$ cat config.mk
export PLATFORM = sky130hd
export DESIGN_NAME = dp_sched_ctrl
export DESIGN_NICKNAME = d
export VERILOG_FILES = /design/src/rtl/dp_sched_ctrl.sv
export SDC_FILE = /design/constraint.sdc
export NUM_CORES = 1
export LEC_CHECK = 0
export ABC_CLOCK_PERIOD_IN_PS = 2400
export CAP_MARGIN = 20
export CORE_MARGIN = 2
export CORE_UTILIZATION = 44
export DETAILED_ROUTE_END_ITERATION = 8
export MAX_ROUTING_LAYER = met4
export PLACE_DENSITY = 0.78
export SYNTH_ARGS = -nofsm -noshare
export SYNTH_HDL_FRONTEND = slang
export SYNTH_SLANG_ARGS = --single-unit
$ cat constraint.sdc
create_clock -name clk -period 2.4 [get_ports clk]
set_clock_uncertainty 0.2 [all_clocks]
set_input_delay 0.24 -clock clk [delete_from_list [all_inputs] [get_ports clk]]
set_output_delay 0.24 -clock clk [all_outputs]
set_load 0.05 [all_outputs]
$ cat src/rtl/dp_sched_ctrl.sv
`default_nettype none
// dp_sched_ctrl: round-robin two-channel scheduler driving a shared multiply/complement datapath.
// Rev 1.0 - initial release.
module dp_sched_ctrl #(
   parameter int LAT   = 2,
   parameter int CNT_W = 8
) (
   input  logic             clk,
   input  logic             res,
   input  logic             req0,
   input  logic             req1,
   input  logic [3:0]       a0,
   input  logic [3:0]       b0,
   input  logic [3:0]       a1,
   input  logic [3:0]       b1,
   input  logic             comp0,
   input  logic             comp1,
   output logic             ack0,
   output logic             ack1,
   output logic [3:0]       dp_a,
   output logic [3:0]       dp_b,
   output logic             dp_en_in,
   output logic             dp_en_out,
   output logic             dp_sw,
   input  logic [7:0]       dp_data,
   output logic             rsp_valid,
   output logic             rsp_id,
   output logic [7:0]       rsp_data,
   output logic             busy,
   output logic [CNT_W-1:0] done_cnt
);

   typedef enum logic [1:0] {
      IDLE  = 2'd0,
      ISSUE = 2'd1,
      WAIT  = 2'd2,
      RESP  = 2'd3
   } state_t;

   localparam logic [3:0] WAIT_LOAD = 4'(LAT - 1);

   state_t     state, state_nx;
   logic       last_id;
   logic       op_id;
   logic       gnt_id;
   logic       any_req;
   logic [3:0] wcnt;

   assign any_req = req0 | req1;
   // Under contention the channel that did not win last time gets the grant.
   assign gnt_id  = (req0 & req1) ? ~last_id : req1;

   always_comb begin
      state_nx = state;
      case (state)
         IDLE:    if (any_req) state_nx = ISSUE;
         ISSUE:   state_nx = WAIT;
         WAIT:    if (wcnt == 4'd0) state_nx = RESP;
         RESP:    state_nx = IDLE;
         default: state_nx = IDLE;
      endcase
   end

   // Outputs are registered from the transition being taken, so they line up with the new state.
   always_ff @(posedge clk) begin
      if (res) begin
         state     <= IDLE;
         last_id   <= 1'b1;
         op_id     <= 1'b0;
         wcnt      <= 4'd0;
         ack0      <= 1'b0;
         ack1      <= 1'b0;
         dp_a      <= 4'd0;
         dp_b      <= 4'd0;
         dp_en_in  <= 1'b0;
         dp_en_out <= 1'b0;
         dp_sw     <= 1'b0;
         rsp_valid <= 1'b0;
         rsp_id    <= 1'b0;
         rsp_data  <= 8'd0;
         busy      <= 1'b0;
         done_cnt  <= '0;
      end else begin
         state     <= state_nx;
         busy      <= (state_nx != IDLE);
         ack0      <= 1'b0;
         ack1      <= 1'b0;
         dp_en_in  <= 1'b0;
         rsp_valid <= 1'b0;
         case (state)
            IDLE: begin
               if (any_req) begin
                  op_id    <= gnt_id;
                  last_id  <= gnt_id;
                  ack0     <= ~gnt_id;
                  ack1     <= gnt_id;
                  dp_en_in <= 1'b1;
                  dp_a     <= gnt_id ? a1 : a0;
                  dp_b     <= gnt_id ? b1 : b0;
                  dp_sw    <= gnt_id ? comp1 : comp0;
               end
            end
            ISSUE: begin
               wcnt      <= WAIT_LOAD;
               dp_en_out <= 1'b1;
            end
            WAIT: begin
               if (wcnt == 4'd0) begin
                  dp_en_out <= 1'b0;
                  rsp_data  <= dp_data;
                  rsp_id    <= op_id;
                  rsp_valid <= 1'b1;
                  done_cnt  <= done_cnt + CNT_W'(1);
               end else begin
                  wcnt <= wcnt - 4'd1;
               end
            end
            RESP: begin
               dp_a  <= 4'd0;
               dp_b  <= 4'd0;
               dp_sw <= 1'b0;
            end
            default: ;
         endcase
      end
   end

endmodule
`default_nettype wire

==> flow_summary.json <==
{
  "final_cells": 289,
  "required_ps": 1960,
  "cap_violations": 0,
  "slowest_stage": "clkdlybuf4s50_1",
  "place_congestion": 0.729,
  "start_util_pct": 46.2,
  "synthesis.area_um2": 1700,
  "arrival_ps": 1560,
  "nNetsFinal": 279,
  "cts_tree": "built",
  "netlist_instances": 179,
  "hold_viol": 0,
  "first_pass_iters": 4,
  "p_per_area_nw_per_um2": 1050,
  "timing.critical_path.cells": "clkdlybuf4s50_1",
  "wl_met2_um": 1840,
  "final_common_cell": "clkdlybuf4s50_1",
  "wirelength_met1_um": 1630,
  "antenna_found_initial": 0,
  "postCtsHoldBufs": 0,
  "cts_buffers": 5,
  "synth.avg_cell_area_um2": 9.52,
  "dieArea_um2": 4390,
  "pre_cts_ws_ps": 473,
  "ys_warn_count": 0,
  "netSwitchingPower_w": 0.00109,
  "diodes": 0,
  "min_path_type": "reg2reg",
  "finalSetupViolCount": 0,
  "cts_resized": 0,
  "rsz0062_at_grt": "false",
  "crit_path_max_fanout": 7,
  "fill_cells": 323,
  "dieHeight_um": 66.2,
  "mostFrequentLayoutCells": "clkdlybuf4s50_1 (61), dfxtp_1 (40), nand2_1 (21)",
  "crit_family": "buffers and inverters",
  "crit_start": "done_cnt[2]",
  "p_sw_share_pct": 42.5,
  "hold_slack_ps": 256,
  "tns_ps": 0,
  "end_kind": "output port",
  "worst_slew_pin_slew_ps": 522,
  "ios": 62,
  "grt_pass1_wl_um": 6350,
  "synth_top_area_share_pct": 47.0,
  "grt_max_degree": 18,
  "ctsRootBufferMaster": "clkbuf_8",
  "wl_per_cell_um": 13.2,
  "period_share_pct": 83.4,
  "cpPeakStageDelay_ps": 840,
  "syn2layout_area_growth_pct": 43.1,
  "p_leak_nw": 0.879,
  "status": "finished, final reports clean",
  "cts_setup_buffers": 0,
  "vias": 1494,
  "drive_above_1_share_pct": 6.64,
  "cts_max_level": 2,
  "die_width_um": 66.2,
  "postRouteAntennaNets": 0,
  "p_seq_share_pct": 35.7,
  "power.internal_w": 0.00147,
  "critPathKind": "reg2out",
  "grt_usage_pct": 19.2,
  "drcViolationCount": 0,
  "cp.buffers_inverters": 1,
  "yosysSeqAreaShare_pct": 47.0,
  "yosys.area.top_type": "dfxtp_1",
  "clkSlewWorstSetupHoldPaths_ps": 70,
  "drtIter0Drc": 168,
  "crit_path_start_kind": "register",
  "maxSlewViolCount": 0,
  "relSlewSlack_pct": 65.1,
  "numPortBuffers": 61,
  "clkLatencyLatePin_ps": 290,
  "cts_buffer_depth": 2,
  "synth_nets": 217,
  "finalWirelength_um": 3830,
  "reg2reg_from": "state[0]",
  "p_comb_share_pct": 48.2,
  "synth.area.top_cells": "dfxtp_1 (47%), ha_1 (5.9%), mux2i_1 (5.9%)",
  "dp_hpwl_um": 2790,
  "num_rows": 22,
  "max_freq_mhz": 500,
  "placedCellCount": 282,
  "synth_cell_type_count": 41,
  "routed.top_layer": "met4",
  "hold_start": "rsp_data[7]",
  "fin_ws_ps": 398,
  "core_area_um2": 3690,
  "wl_met3_um": 326,
  "ys_ff_latch": 40,
  "clock_power_share_pct": 16.1,
  "overflow": 0,
  "fin_crit_ps": 2000,
  "viasPerCell": 5.17,
  "clock-sinks": 40,
  "ir_drop_mv": 0.660,
  "utilization_pct": 66.1,
  "grt_pass1_vias": 1434
}
metrics by stage:
stage                     instance area [µm²]  total power, W
after global routing                     2440         0.00272
after global placement                   2360         0.00215
after detailed placement                 2360         0.00217
after CTS                                2440         0.00258
after floorplan                          1700         0.00178
final                                    2440         0.00256
power groups by stage:
| stage | clock [W] | combinational (W) | sequential (W) |
|---|---|---|---|
| detailed placement | 0 | 0.00124 | 0.000924 |
| floorplan | 0 | 0.000488 | 0.00130 |
| finish | 0.000412 | 0.00124 | 0.000915 |
| global placement | 0 | 0.00122 | 0.000924 |
| global route | 0.000448 | 0.00133 | 0.000935 |
| CTS | 0.000420 | 0.00125 | 0.000914 |
registers in the layout, summed over array words and instances, names as in the netlist, 2 cells and up:
register,count
wcnt,4
dp_b,4
rsp_data,8
state,2
done_cnt,8
dp_a,4
metal layers:
layer  up-vias  global-route usage, %
met2        62                   31.4
met4         0                   5.87
met3         3                   5.79
li1        758                      -
met1       671                   22.7
met5         -                      -
kinds of logic (layout without fill, tap and decap cells):
kind of cell | Yosys count | after routing | share of synthesized area (%)
simple gates | 59 | 59 | 19.5
compound gates | 44 | 44 | 16.9
flops | 40 | 40 | 47.0
buf+inv | 17 | 79 | 4.33
mux | 10 | 10 | 5.87
fa+ha+maj | 8 | 8 | 5.87
xor+xnor | 1 | 1 | 0.514
cell usage after synthesis (all sizes together):
library cell,number
dfxtp,40
nand2,21
a21oi,19
mux2i,10
o2bb2ai,9
ha,8
nand3,8
buf,7
inv,6
o21ai,6
nor2,5
or3,5
clkbuf,4
a211oi,2
and3,2
nand2b,2
nor2b,2
o31ai,2
or2,2
or4,2
a211o,1
a21boi,1
a22oi,1
a311oi,1
and2,1
and4bb,1
nand3b,1
nand4,1
nand4bb,1
nor3,1
nor4,1
nor4b,1
o311ai,1
o41ai,1
or3b,1
or4b,1
xnor2,1
final cells by class:
class | instances | area [µm²] | share of cell area (%)
Tap cell | 48 | 60.1 | 2.46
Multi-Input combinational cell | 122 | 830 | 34.0
Timing Repair Buffer | 66 | 648 | 26.6
Inverter | 6 | 22.5 | 0.924
Sequential cell | 40 | 801 | 32.8
Clock inverter | 1 | 5.00 | 0.205
Clock buffer | 6 | 72.6 | 2.98
worst paths after layout:
| kind | end | slack [ps] | cells after the start |
|---|---|---|---|
| max reg2reg | done_cnt[3] | 450 | 6 |
| min | rsp_data[7] | 260 | 2 |
| max | done_cnt[2] | 400 | 1 |
| min reg2reg | rsp_data[7] | 260 | 2 |
Note: power is estimated with default switching activity, not from simulation.
